$ cat src/rtl/riscv_pkg.sv
// riscv_pkg: shared widths and the {pc, instr} fetch entry
package riscv_pkg;
  localparam int XLEN = 32;
  localparam int INSTR_WIDTH = 32;
  typedef struct packed {
    logic [XLEN-1:0]        pc;
    logic [INSTR_WIDTH-1:0] instr;
  } fetch_entry_t;
endpackage

$ cat src/rtl/fetch_fifo.sv
// fetch_fifo: sync FIFO of entry_t; ports clk, rst, push, pop, flush (wins over push), din, dout (head), count, empty, full
module fetch_fifo
  import riscv_pkg::*;
#(
  parameter int DEPTH = 2,
  parameter type entry_t = fetch_entry_t
) (
  input  logic                         clk,
  input  logic                         rst,
  input  logic                         push,
  input  logic                         pop,
  input  logic                         flush,
  input  entry_t                       din,
  output entry_t                       dout,
  output logic [$clog2(DEPTH+1)-1:0]   count,
  output logic                         empty,
  output logic                         full
);
  localparam int PW = DEPTH > 1 ? $clog2(DEPTH) : 1;
  localparam int CW = $clog2(DEPTH + 1);
  entry_t mem [DEPTH];
  logic [PW-1:0] rd, wr;
  function automatic logic [PW-1:0] inc(input logic [PW-1:0] p);
    return (p == PW'(DEPTH - 1)) ? '0 : p + 1'b1;
  endfunction
  always_ff @(posedge clk or posedge rst) begin
    if (rst) begin
      rd    <= '0;
      wr    <= '0;
      count <= '0;
    end else if (flush) begin
      rd    <= '0;
      wr    <= '0;
      count <= '0;
    end else begin
      if (push) wr <= inc(wr);
      if (pop) rd <= inc(rd);
      count <= count + CW'(push) - CW'(pop);
    end
  end
  always_ff @(posedge clk)
    if (push && !flush) mem[wr] <= din;
  always_comb begin
    dout  = mem[rd];
    empty = count == '0;
    full  = count == CW'(DEPTH);
  end
endmodule

$ cat src/rtl/fetch_unit.sv
// fetch_unit: ROM fetch initiator; ports clk, rst, mem_addr/mem_q (1-cycle ROM), redirect_valid/redirect_pc, out_valid/out_ready/out_pc/out_instr
module fetch_unit
  import riscv_pkg::*;
#(
  parameter int              ADDRESS_WIDTH = 14,
  parameter int              DATA_WIDTH    = 32,
  parameter logic [XLEN-1:0] RESET_PC      = '0,
  parameter int              FIFO_DEPTH    = 2
) (
  input  logic                     clk,
  input  logic                     rst,
  output logic [ADDRESS_WIDTH-1:0] mem_addr,
  input  logic [DATA_WIDTH-1:0]    mem_q,
  input  logic                     redirect_valid,
  input  logic [XLEN-1:0]          redirect_pc,
  output logic                     out_valid,
  input  logic                     out_ready,
  output logic [XLEN-1:0]          out_pc,
  output logic [DATA_WIDTH-1:0]    out_instr
);
  typedef struct packed {
    logic [XLEN-1:0]       pc;
    logic [DATA_WIDTH-1:0] instr;
  } entry_t;
  logic [XLEN-1:0] pc, inflight_pc, issue_pc;
  logic inflight_valid, issue, pop, push, empty, full;
  logic [$clog2(FIFO_DEPTH+1)-1:0] count;
  entry_t head;
  always_comb begin
    issue_pc  = redirect_valid ? (redirect_pc & ~XLEN'(3)) : pc;
    mem_addr  = rst ? RESET_PC[ADDRESS_WIDTH+1:2] : issue_pc[ADDRESS_WIDTH+1:2];
    out_valid = !empty;
    pop       = out_valid & out_ready;
    push      = inflight_valid & !redirect_valid;
    // credit: words buffered plus the one in flight must leave room for this issue
    issue     = redirect_valid | ((int'(count) + int'(inflight_valid) - int'(pop)) < FIFO_DEPTH);
    out_pc    = out_valid ? head.pc : '0;
    out_instr = out_valid ? head.instr : '0;
  end
  always_ff @(posedge clk or posedge rst) begin
    if (rst) begin
      pc             <= RESET_PC;
      inflight_valid <= 1'b0;
      inflight_pc    <= '0;
    end else begin
      inflight_valid <= issue;
      if (issue) begin
        inflight_pc <= issue_pc;
        pc          <= issue_pc + XLEN'(4);
      end
    end
  end
  fetch_fifo #(.DEPTH(FIFO_DEPTH), .entry_t(entry_t)) u_fifo (
    .clk   (clk),
    .rst   (rst),
    .push  (push),
    .pop   (pop),
    .flush (redirect_valid),
    .din   ({inflight_pc, mem_q}),
    .dout  (head),
    .count (count),
    .empty (empty),
    .full  (full)
  );
  a_no_overflow: assert property (@(posedge clk) disable iff (rst) !(full && inflight_valid));
endmodule

$ cat config.mk
export PLATFORM = sky130hd
export DESIGN_NAME = fetch_unit
export DESIGN_NICKNAME = d
export VERILOG_FILES = /design/src/rtl/riscv_pkg.sv /design/src/rtl/fetch_fifo.sv /design/src/rtl/fetch_unit.sv
export SDC_FILE = /design/constraint.sdc
export NUM_CORES = 1
export LEC_CHECK = 0
export ABC_AREA = 1
export CORE_ASPECT_RATIO = 0.75
export CORE_MARGIN = 2
export CORE_UTILIZATION = 30
export DETAILED_ROUTE_END_ITERATION = 8
export SETUP_SLACK_MARGIN = 0.05
export SYNTH_ARGS = -nofsm -noshare
export SYNTH_HDL_FRONTEND = slang
export SYNTH_SLANG_ARGS = --single-unit
$ cat constraint.sdc
create_clock -name clk -period 11.6 [get_ports clk]
set_input_delay 2.32 -clock clk [delete_from_list [all_inputs] [get_ports clk]]
set_output_delay 2.32 -clock clk [all_outputs]
set_load 0.005 [all_outputs]
; ---- After elaboration in Yosys (flattened, before gate mapping)
; Memory sizes are Yosys's and may differ from the RTL's.
; Index checks and enable logic that the tools add are counted.
[totals]
ram_bits = 128
in_bits = 68
regBits = 69
word_cells = 37
output_inout_bits = 79
memories = 1
[op_classes]
n_lt_le_gt_ge = 1
bitwise = 3
n_addsub = 7
reduce_logical = 6
muxes = 13
[mem_list]
columns = memory, words, word_bits, rd, rd_clocked_by_memory_dff, write_ports, line
row1 = u_fifo.mem, 2, 64, 1, 0, 1, fetch_fifo.sv:21  ; entry_t mem [DEPTH];
[ops]
columns = cell, n
row1 = $mux 32, 3
row2 = $add 32x3->32 const B, 1
row3 = $mux 14, 1
row4 = $mux 1, 8
row5 = $lt 4x3->1 const B, 1
row6 = $reduce_bool 2->1, 2
row7 = $sub 3x1->4, 1
row8 = $add 2x1->3, 1
row9 = $add 1x1->1 const B, 2
row10 = $add 2x1->2, 1
row11 = $and 1x1->1, 2
row12 = $logic_not 1->1, 2
row13 = $logic_not 2->1, 1
row14 = $mux 2, 1
row15 = $sub 2x1->2, 1
row16 = $logic_and 1x1->1, 1
row17 = $or 1x1->1, 1

; ---- Depth between registers and ports, before layout
; Gate-level depths: netlist (run 1).
[logic_depth]
depth_word = 6
ltp_mapped = 18

; ---- By module
; Synthesis (run 1) repeated with hierarchy kept, for this count alone.
[unflattened]
hier_cells = 912
area_unflattened_um2 = 9305.2
[by_module_without_submodules]
columns = module, n_inst, area_each_um2, seq_area_each_um2, cells_each
row1 = fetch_fifo, 1, 4997.3, 3943.8, 229
row2 = fetch_unit, 1, 4307.9, 1526.5, 683

; ---- Worst setup path before layout (run 1)
; Ideal clock, no wire load.
[synth_timing]
path_kind = input -> register
from = input redirect_valid
to = memory u_fifo.mem[0][0] (netlist name) (enable)
path_slack_ns = 5.621
t_arrival_ns = 5.497
stages = 6
path_cell_list = buf_6 > buf_6 > buf_6 > nor2_1 > inv_1 > nor2_1
[synth_between]
elab_chain_cells = 5
[synth_rtl]
columns = item, line
row1 = from (decl), fetch_unit.sv:14  ; input logic redirect_valid,
row2 = $logic_not 1->1 *, "fetch_fifo.sv:42, fetch_unit.sv:34"
row3 = $and 1x1->1, fetch_unit.sv:34  ; push = inflight_valid & !redirect_valid;
row4 = $logic_and 1x1->1 *, fetch_fifo.sv:42  ; if (push && !flush) mem[wr] <= din;
row5 = $mux 1 *, fetch_fifo.sv:42
row6 = $mux 1 (not written as such) *, fetch_fifo.sv:42
row7 = to (decl), fetch_fifo.sv:21
; Mark *: on every way between the ends. The rest lies on a longest branch, timed or not.

; ---- Worst setup path after layout (run 1)
[layout_timing]
from = input redirect_valid
to = output mem_addr[13]
[layout_between]
elab_chain_cells = 2
[layout_rtl]
columns = item, line
row1 = $mux 32, fetch_unit.sv:30  ; issue_pc = redirect_valid ? (redirect_pc & ~XLEN'(3)) : pc;
row2 = $mux 14, fetch_unit.sv:31  ; mem_addr = rst ? RESET_PC[ADDRESS_WIDTH+1:2] : issue_pc[ADDRESS_WIDTH+1:2];
row3 = to (decl), fetch_unit.sv:12  ; output logic [ADDRESS_WIDTH-1:0] mem_addr,
; Every way passes these cells.

==> results.tsv, run 1 <==
metric	value	unit
drcViolationCount	0	
clockRootBuffer	clkbuf_16	
grt_antenna_before_repair	1	
timing.rr.start	u_fifo.count[1]	
cp-start-kind	input port	
area.growth.synth_to_final	27.3	%
grt_use_met1	0.213	
grt_util_all_layers	0.146	
syn_inst	884	
synthDistinctLibCells	30	
clkPwrFrac	0.215	
synth_simple_gate_area_frac	0.245	
hold_viol_final	0	
end_kind	output pin	
die_area	29600	um2
utilization	0.387	
p_leak	4.25	nW
vias	6270	
wl	21.2	mm
grt_setup_unrepaired	false	
crit_start	redirect_valid	
intPower	1.67	mW
critPathKind	in2out	
htree_num_levels	4	
regToRegSetupSlack	7.69	ns
drive_above_1_share	0.0780	
pwr-share-seq	0.404	
nFillCells	2742	
vias_per_cell	4.53	
postCtsResizedCells	0	
maxCapViolCount	0	
dieWidth	198	um
synthAdderAreaFrac	0.00680	
power_density	245	nW/um2
synth-seq-area-share	0.633	
grt_util_met2	0.211	
hpwlAfterDp	13.6	mm
clock.fmax	0.145	GHz
async_flop_share	0.344	
path_clk_slew	0.07	ns
post-cts-setup-buffers	0	
swShare	0.368	
maxSlewViolCount	0	
synth_seq_cells	189	
worstPathArrival	4.58	ns
synth-xor-area-share	0.00104	
drtAntennaViolNets	0	
p_switching	0.970	mW
portBuffers	142	
endpoint	mem_addr[13]	
post-place-ws	4.68	ns
fin_skew	0.0115	ns
worst_slack	4.70	ns
start_util	0.304	
cp_max_fo	40	
finalWeightedCongestion	0.813	
grt_max_degree	64	
pwr-share-comb	0.381	
drtIter0Drc	325	
status	finished, final reports clean	
synth_enable_flop_cells	124	
period_minus_slack	6.90	ns
grt_busiest_layer	met1	
drt_pass1_iterations	5	
vdd_ir_drop_max	0.104	mV
ctsHoldBuffers	0	
total_power	2.64	mW
clk_latency	0.43	ns
setup-violations-final	0	
ys.flop_type	edfxtp_1	
finalCritPeriodShare	0.595	
r2r_cells	16	
post_synth_mux_area_share	0.00118	
row_count	53	
cp.required	9.28	ns
setup_tns	0	ns
cts_tree	done	
min_path_type	reg2reg	
grt_pass1_vias	5955	
synth_compound_area_frac	0.0654	
coreArea	27900	um2
yosysWarnings	0	
r2r-end	pc[26]	
ioPinCount	147	
clock_path_buffers	2	
cts_sinks	189	
worstMarginPinSlew	0.901	ns
relSlewSlack	0.400	
numCtsBuffers	17	
netlist_area	8460	um2
synth.avg_cell_area	9.57	um2
fp.dieH	149	um
grt_pass1_wl	33.0	mm
grt_use_met3	0.0410	
grt_overflow_total	0	
layout.nets	1084	
synth_top_family_by_area	simple AND/OR/NAND/NOR gates	
post_drt_wl_per_cell	15.4	um
==> final cells by class <==
cell class	instances	area, um2	share of cell area
clock buffers	20	437	0.0406
inverters	48	181	0.0168
multi-input cells	605	2730	0.254
diodes	1	2.50	0.000232
well taps	357	447	0.0415
clock inverters	12	129	0.0120
flip-flops and latches	189	5350	0.497
repair buffers	151	1490	0.138
==> power groups by stage <==
| stage | Clock [mW] | Combinational (mW) | Sequential, mW |
|---|---|---|---|
| finish | 0.568 | 1.01 | 1.07 |
| detailed placement | 0 | 1.02 | 1.08 |
| global placement | 0 | 1.01 | 1.07 |
| CTS | 0.586 | 1.03 | 1.07 |
| floorplan | 0 | 0.585 | 1.05 |
| global route | 0.612 | 1.13 | 1.09 |
==> cell usage after synthesis, types with 2 or more instances <==
master | number | area, um2
ha_1 | 3 | 37.5
buf_2 | 7 | 35.0
o21ai_0 | 27 | 135
nand2_1 | 352 | 1320
edfxtp_1 | 124 | 3720
or2_2 | 2 | 12.5
buf_4 | 4 | 30.0
nor2_1 | 53 | 199
o21ai_1 | 3 | 15.0
nor2_2 | 4 | 25.0
buf_1 | 2 | 7.51
buf_6 | 5 | 56.3
nand3_1 | 41 | 205
nor2_4 | 9 | 101
inv_2 | 5 | 18.8
clkbuf_1 | 25 | 93.8
dfrtp_1 | 65 | 1630
a21oi_1 | 64 | 320
nand2_2 | 16 | 100
inv_1 | 43 | 161
nand4_1 | 12 | 75.1
o21a_1 | 2 | 15.0
o211ai_1 | 9 | 67.6
==> sequential cells by signal, indices dropped and copies added (netlist names) <==
| register | count |
|---|---|
| u_fifo.mem | 124 |
| inflight_pc | 30 |
| pc | 30 |
| u_fifo.count | 2 |
| inflight_valid | 1 |
| u_fifo.rd | 1 |
| u_fifo.wr | 1 |
==> metrics by stage <==
step           hold slack [ns]  area (um2)  instances
2_1_floorplan            0.442        8460        885
3_3_place_gp             0.454       10200       1350
3_5_place_dp             0.458       10200       1350
4_1_cts                  0.479       10800       1382
5_1_grt                  0.487       10800       1382
6_report                 0.477       10800       1383
==> worst min path at each step <==
stage	startpoint	endpoint	slack [ns]	cells after the start
4_1_cts	inflight_pc[20]	u_fifo.mem[0][52]	0.48	0
3_3_place_gp	pc[3]	pc[3]	0.45	2
5_1_grt	inflight_pc[11]	u_fifo.mem[0][43]	0.49	0
6_report	inflight_pc[11]	u_fifo.mem[1][43]	0.48	0
3_5_place_dp	inflight_pc[15]	u_fifo.mem[0][47]	0.46	0
2_1_floorplan	pc[3]	pc[3]	0.44	2
==> per-layer routing <==
| layer | wire length, um | share of wire |
|---|---|---|
| met2 | 9010 | 0.42 |
| met4 | 149 | 0.0070 |
| met3 | 1420 | 0.067 |
| met1 | 10700 | 0.50 |
| met5 | 0 | 0 |
==> cell usage in the layout (no fill, tap or decap), types with 12 or more instances in the layout <==
master	instances
nor2_4	12
nand2_1	352
dfrtp_1	64
nand2_2	16
clkbuf_16	17
o21ai_0	27
edfxtp_1	124
clkdlybuf4s50_1	142
nor2_1	50
a21oi_1	64
inv_1	42
nand3_1	41
nand4_1	12
==> critical path: stages <==
cell             delay [ns]
clkdlybuf4s50_1        0.40
buf_4                  0.27
inv_2                  0.51
nand2_1                0.13
nand2_2                0.12
inv_1                  0.06
nor2_1                 0.18
clkdlybuf4s50_1        0.55
==> logic make-up (layout without fill, tap and decap cells) <==
kind of cell | after synthesis | in the layout
compound gates | 105 | 105
other cells | 1 | 3
xor+xnor | 1 | 1
mux | 1 | 1
fa+ha+maj | 4 | 4
buf+inv | 91 | 231
simple gates | 492 | 492
flops | 189 | 189
Power figures use the tool's default switching activity.
==> run 2: changes to the inputs <==
- clock period: 11.6 -> 7 ns (I/O delays scaled with it)
==> results.tsv, run 2 (same netlist as run 1, synthesis figures left out) <==
metric	value	unit
critPathKind	in2out	
drtIter0Drc	405	
postCtsResizedCells	0	
p_leak	4.25	nW
vias_per_cell	4.61	
path_clk_slew	0.07	ns
drcViolationCount	0	
post_drt_wl_per_cell	15.3	um
maxSlewViolCount	0	
fin_skew	0.0102	ns
cp_max_fo	40	
drive_above_1_share	0.0800	
ctsHoldBuffers	0	
finalCritPeriodShare	0.723	
utilization	0.386	
grt_util_all_layers	0.146	
die_area	29600	um2
cts_sinks	189	
cts_tree	done	
clockRootBuffer	clkbuf_16	
nFillCells	2732	
post-place-ws	1.93	ns
drtAntennaViolNets	0	
power_density	404	nW/um2
worstPathArrival	3.66	ns
wl	21.1	mm
worstMarginPinSlew	1.14	ns
final_cell_mix	352 x nand2_1, 142 x clkdlybuf4s50_1, 124 x edfxtp_1, 64 x a21oi_1, 64 x dfrtp_1	
diodes	0	
drt_pass1_iterations	5	
portBuffers	142	
top_register	u_fifo.mem	
htree_num_levels	4	
reg_top3	u_fifo.mem (124), inflight_pc (30), pc (30)	
setup-violations-final	0	
start_util	0.304	
clock.fmax	0.198	GHz
clk_latency	0.44	ns
area.growth.synth_to_final	27.1	%
relSlewSlack	0.235	
mostFrequentLayoutCell	nand2_1	
fp.dieH	149	um
hpwlAfterDp	13.7	mm
cp.required	5.60	ns
vias	6368	
clock_path_buffers	2	
maxCapViolCount	0	
grt_antenna_before_repair	1	
post-cts-setup-buffers	0	
numCtsBuffers	17	
grt_max_degree	65	
end_kind	output pin	
status	finished, final reports clean	
grt_pass1_wl	33.0	mm
coreArea	27900	um2
period_minus_slack	5.06	ns
finalWeightedCongestion	0.810	
row_count	53	
layout.nets	1084	
cp-start-kind	input port	
grt_overflow_total	0	
vdd_ir_drop_max	0.241	mV
grt_setup_unrepaired	false	
hold_viol_final	0	
largest_reg_flops	124	
setup_tns	0	ns
ioPinCount	147	
grt_pass1_vias	6125	
min_path_type	reg2reg	
dieWidth	198	um
worst_slack	1.94	ns
run 2: cell count changes in the layout (fill, tap and decap cells not counted):
cell        before  now
inv_8            2    1
clkinv_2         1    3
clkinv_4         3    1
clkbuf_1         3    1
clkinv_8         0    1
bufinv_16        1    0
diode_2          1    0
inv_6            4    8
clkinvlp_4       2    1
run 2: through the flow:
step           hold slack, ns  cells  area (um2)  power, mW
2_1_floorplan           0.442    885        8460       2.71
3_3_place_gp            0.451   1350       10200       3.43
3_5_place_dp            0.454   1350       10200       3.47
4_1_cts                 0.472   1382       10800       4.40
5_1_grt                 0.489   1382       10800       4.67
6_report                0.474   1382       10800       4.35
run 2: path summary, 6_finish.rpt:
kind                            startpoint                 to  slack [ns]  cells past startpoint
max                         redirect_valid       mem_addr[13]        1.94                      8
max reg2reg                u_fifo.count[1]             pc[16]        3.12                     16
min                        inflight_pc[22]  u_fifo.mem[0][54]        0.47                      0
max in group asynchronous              rst    inflight_pc[27]        4.32                      3
min reg2reg                inflight_pc[22]  u_fifo.mem[0][54]        0.47                      0
min in group asynchronous              rst     inflight_pc[7]        1.79                      2
run 2: report_power, final:
| group | leakage [nW] | switching [mW] | internal, mW |
|---|---|---|---|
| logic | 2.02 | 1.00 | 0.655 |
| registers | 1.96 | 0.158 | 1.61 |
| clock network | 0.272 | 0.455 | 0.469 |
| total | 4.25 | 1.62 | 2.73 |
run 2: per-layer routing:
layer | GRT usage | part of all wire | routed length, um
met5 | 0 | 0.00062 | 13
met4 | 0.0338 | 0.0081 | 170
met3 | 0.0428 | 0.078 | 1640
met2 | 0.223 | 0.43 | 9080
met1 | 0.204 | 0.48 | 10200
run 2: layout make-up:
class	instances	area [um2]	share of cell area
sequential	189	5350	0.498
multi-input combinational	605	2730	0.254
timing repair buffer	151	1490	0.138
tap	357	447	0.0415
clock buffer	18	429	0.0399
inverter	48	181	0.0169
clock inverter	14	124	0.0115
run 2: critical path, stage by stage:
cell and delay (ns):
clkdlybuf4s50_1 0.41, buf_4 0.27, inv_2 0.50, nand2_1 0.13
nand2_2 0.13, inv_1 0.06, nor2_1 0.19, clkdlybuf4s50_1 0.55
==> run 3: changes to the inputs <==
- clock period: 7 -> 5.31 ns (I/O delays scaled with it)
==> results.tsv, run 3 (same netlist as run 1, synthesis figures left out) <==
metric	value	unit
layout.nets	1086	
dp.cells	1352	
critPathMaxStageDelay	0.53	ns
hold_ws	0.469	ns
cp-start-kind	input port	
post_drt_wl_per_cell	15.3	um
regToRegSetupSlack	2.26	ns
relSlewSlack	0.459	
swShare	0.371	
drive_above_1_share	0.0818	
wl	21.1	mm
diodes	0	
end_kind	output pin	
grt_max_degree	63	
coreArea	27900	um2
finalCritPeriodShare	0.767	
p_switching	2.15	mW
fin_skew	0.00995	ns
status	finished, final reports clean	
numCtsBuffers	17	
hpwlAfterDp	13.8	mm
die_area	29600	um2
grt_pass1_wl	32.9	mm
pwr-share-comb	0.383	
top_register	u_fifo.mem	
row_count	53	
grt_util_all_layers	0.145	
grt_busiest_layer	met1	
path_common_cell	clkdlybuf4s50_1	
grt_antenna_before_repair	0	
maxSlewViolCount	0	
clock_path_buffers	2	
cts_sinks	189	
grt_use_met1	0.215	
vias	6358	
final_cell_mix	352 x nand2_1, 142 x clkdlybuf4s50_1, 124 x edfxtp_1, 64 x a21oi_1, 64 x dfrtp_1	
clkPwrFrac	0.217	
setup-violations-final	0	
pwr-share-seq	0.400	
p_leak	4.28	nW
clk_latency	0.43	ns
utilization	0.388	
vias_per_cell	4.59	
post-cts-setup-buffers	0	
period_minus_slack	4.07	ns
drt_pass1_iterations	5	
drtAntennaViolNets	0	
maxCapViolCount	0	
drtIter0Drc	489	
grt_overflow_total	0	
grt_setup_unrepaired	false	
instances_no_fill	1384	
fp.dieH	149	um
critPathKind	in2out	
cp_cell_sequence	clkdlybuf4s50_1, inv_2, nand2_1, nand2_2, inv_1, nor2_1, clkdlybuf4s50_1	
min_path_type	reg2reg	
grt_pass1_vias	5872	
reg_top3	u_fifo.mem (124), inflight_pc (30), pc (30)	
mostFrequentLayoutCell	nand2_1	
ioPinCount	147	
vdd_ir_drop_max	0.276	mV
dieWidth	198	um
drcViolationCount	0	
cts_tree	done	
clockRootBuffer	clkbuf_16	
grt_util_met2	0.209	
portBuffers	142	
intPower	3.65	mW
postCtsResizedCells	0	
largest_reg_flops	124	
hold_viol_final	0	
start_util	0.304	
finalWeightedCongestion	0.801	
area.growth.synth_to_final	27.7	%
power_density	537	nW/um2
cp.required	4.25	ns
grt_use_met3	0.0401	
worstMarginPinSlew	0.811	ns
htree_num_levels	4	
setup_tns	0	ns
worstPathArrival	3.01	ns
critPathSlowestCell	clkdlybuf4s50_1	
clock.fmax	0.246	GHz
ctsHoldBuffers	0	
path_clk_slew	0.07	ns
cp_max_fo	31	
[run 3: final timing paths]
| path | start | endpoint | cells past startpoint |
|---|---|---|---|
| min in group asynchronous | rst | pc[5] | 2 |
| max in group asynchronous | rst | u_fifo.rd | 3 |
| min reg2reg | inflight_pc[15] | u_fifo.mem[0][47] | 0 |
| max | redirect_valid | mem_addr[8] | 7 |
| max reg2reg | u_fifo.count[1] | pc[9] | 15 |
| min | inflight_pc[15] | u_fifo.mem[0][47] | 0 |
[run 3: power groups by stage]
stage	Sequential [mW]	Combinational, mW	Clock [mW]
2_1_floorplan	2.30	1.28	0
3_3_place_gp	2.34	2.21	0
3_5_place_dp	2.35	2.24	0
4_1_cts	2.32	2.25	1.29
5_1_grt	2.38	2.50	1.36
6_report	2.32	2.22	1.26
[run 3: final cells by class]
type                            instances  area (um2)
Tap cell                              357         447
Fill cell                            2758       17100
Timing Repair Buffer                  153        1520
Clock buffer                           19         454
Sequential cell                       189        5350
Inverter                               48         180
Clock inverter                         13         119
Multi-Input combinational cell        605        2730
[run 3: metrics by stage]
| stage | power (mW) | setup WS, ns | cell area (um2) |
|---|---|---|---|
| 2_1_floorplan | 3.57 | 0.589 | 8460 |
| 3_3_place_gp | 4.55 | 1.23 | 10200 |
| 3_5_place_dp | 4.60 | 1.20 | 10200 |
| 4_1_cts | 5.87 | 1.20 | 10800 |
| 5_1_grt | 6.23 | 1.07 | 10800 |
| 6_report | 5.80 | 1.24 | 10800 |
[run 3: worst max-delay path: cells and delay by family]
| family | cells | cell delay [ns] |
|---|---|---|
| buffers and inverters | 4 | 1.51 |
| AND/OR/NAND/NOR | 3 | 0.43 |
[run 3: per-layer routing]
metal / wire (um) / part of all wire
met1: 10700 / 0.51
met2: 8880 / 0.42
met3: 1370 / 0.065
met4: 193 / 0.0091
met5: 0 / 0
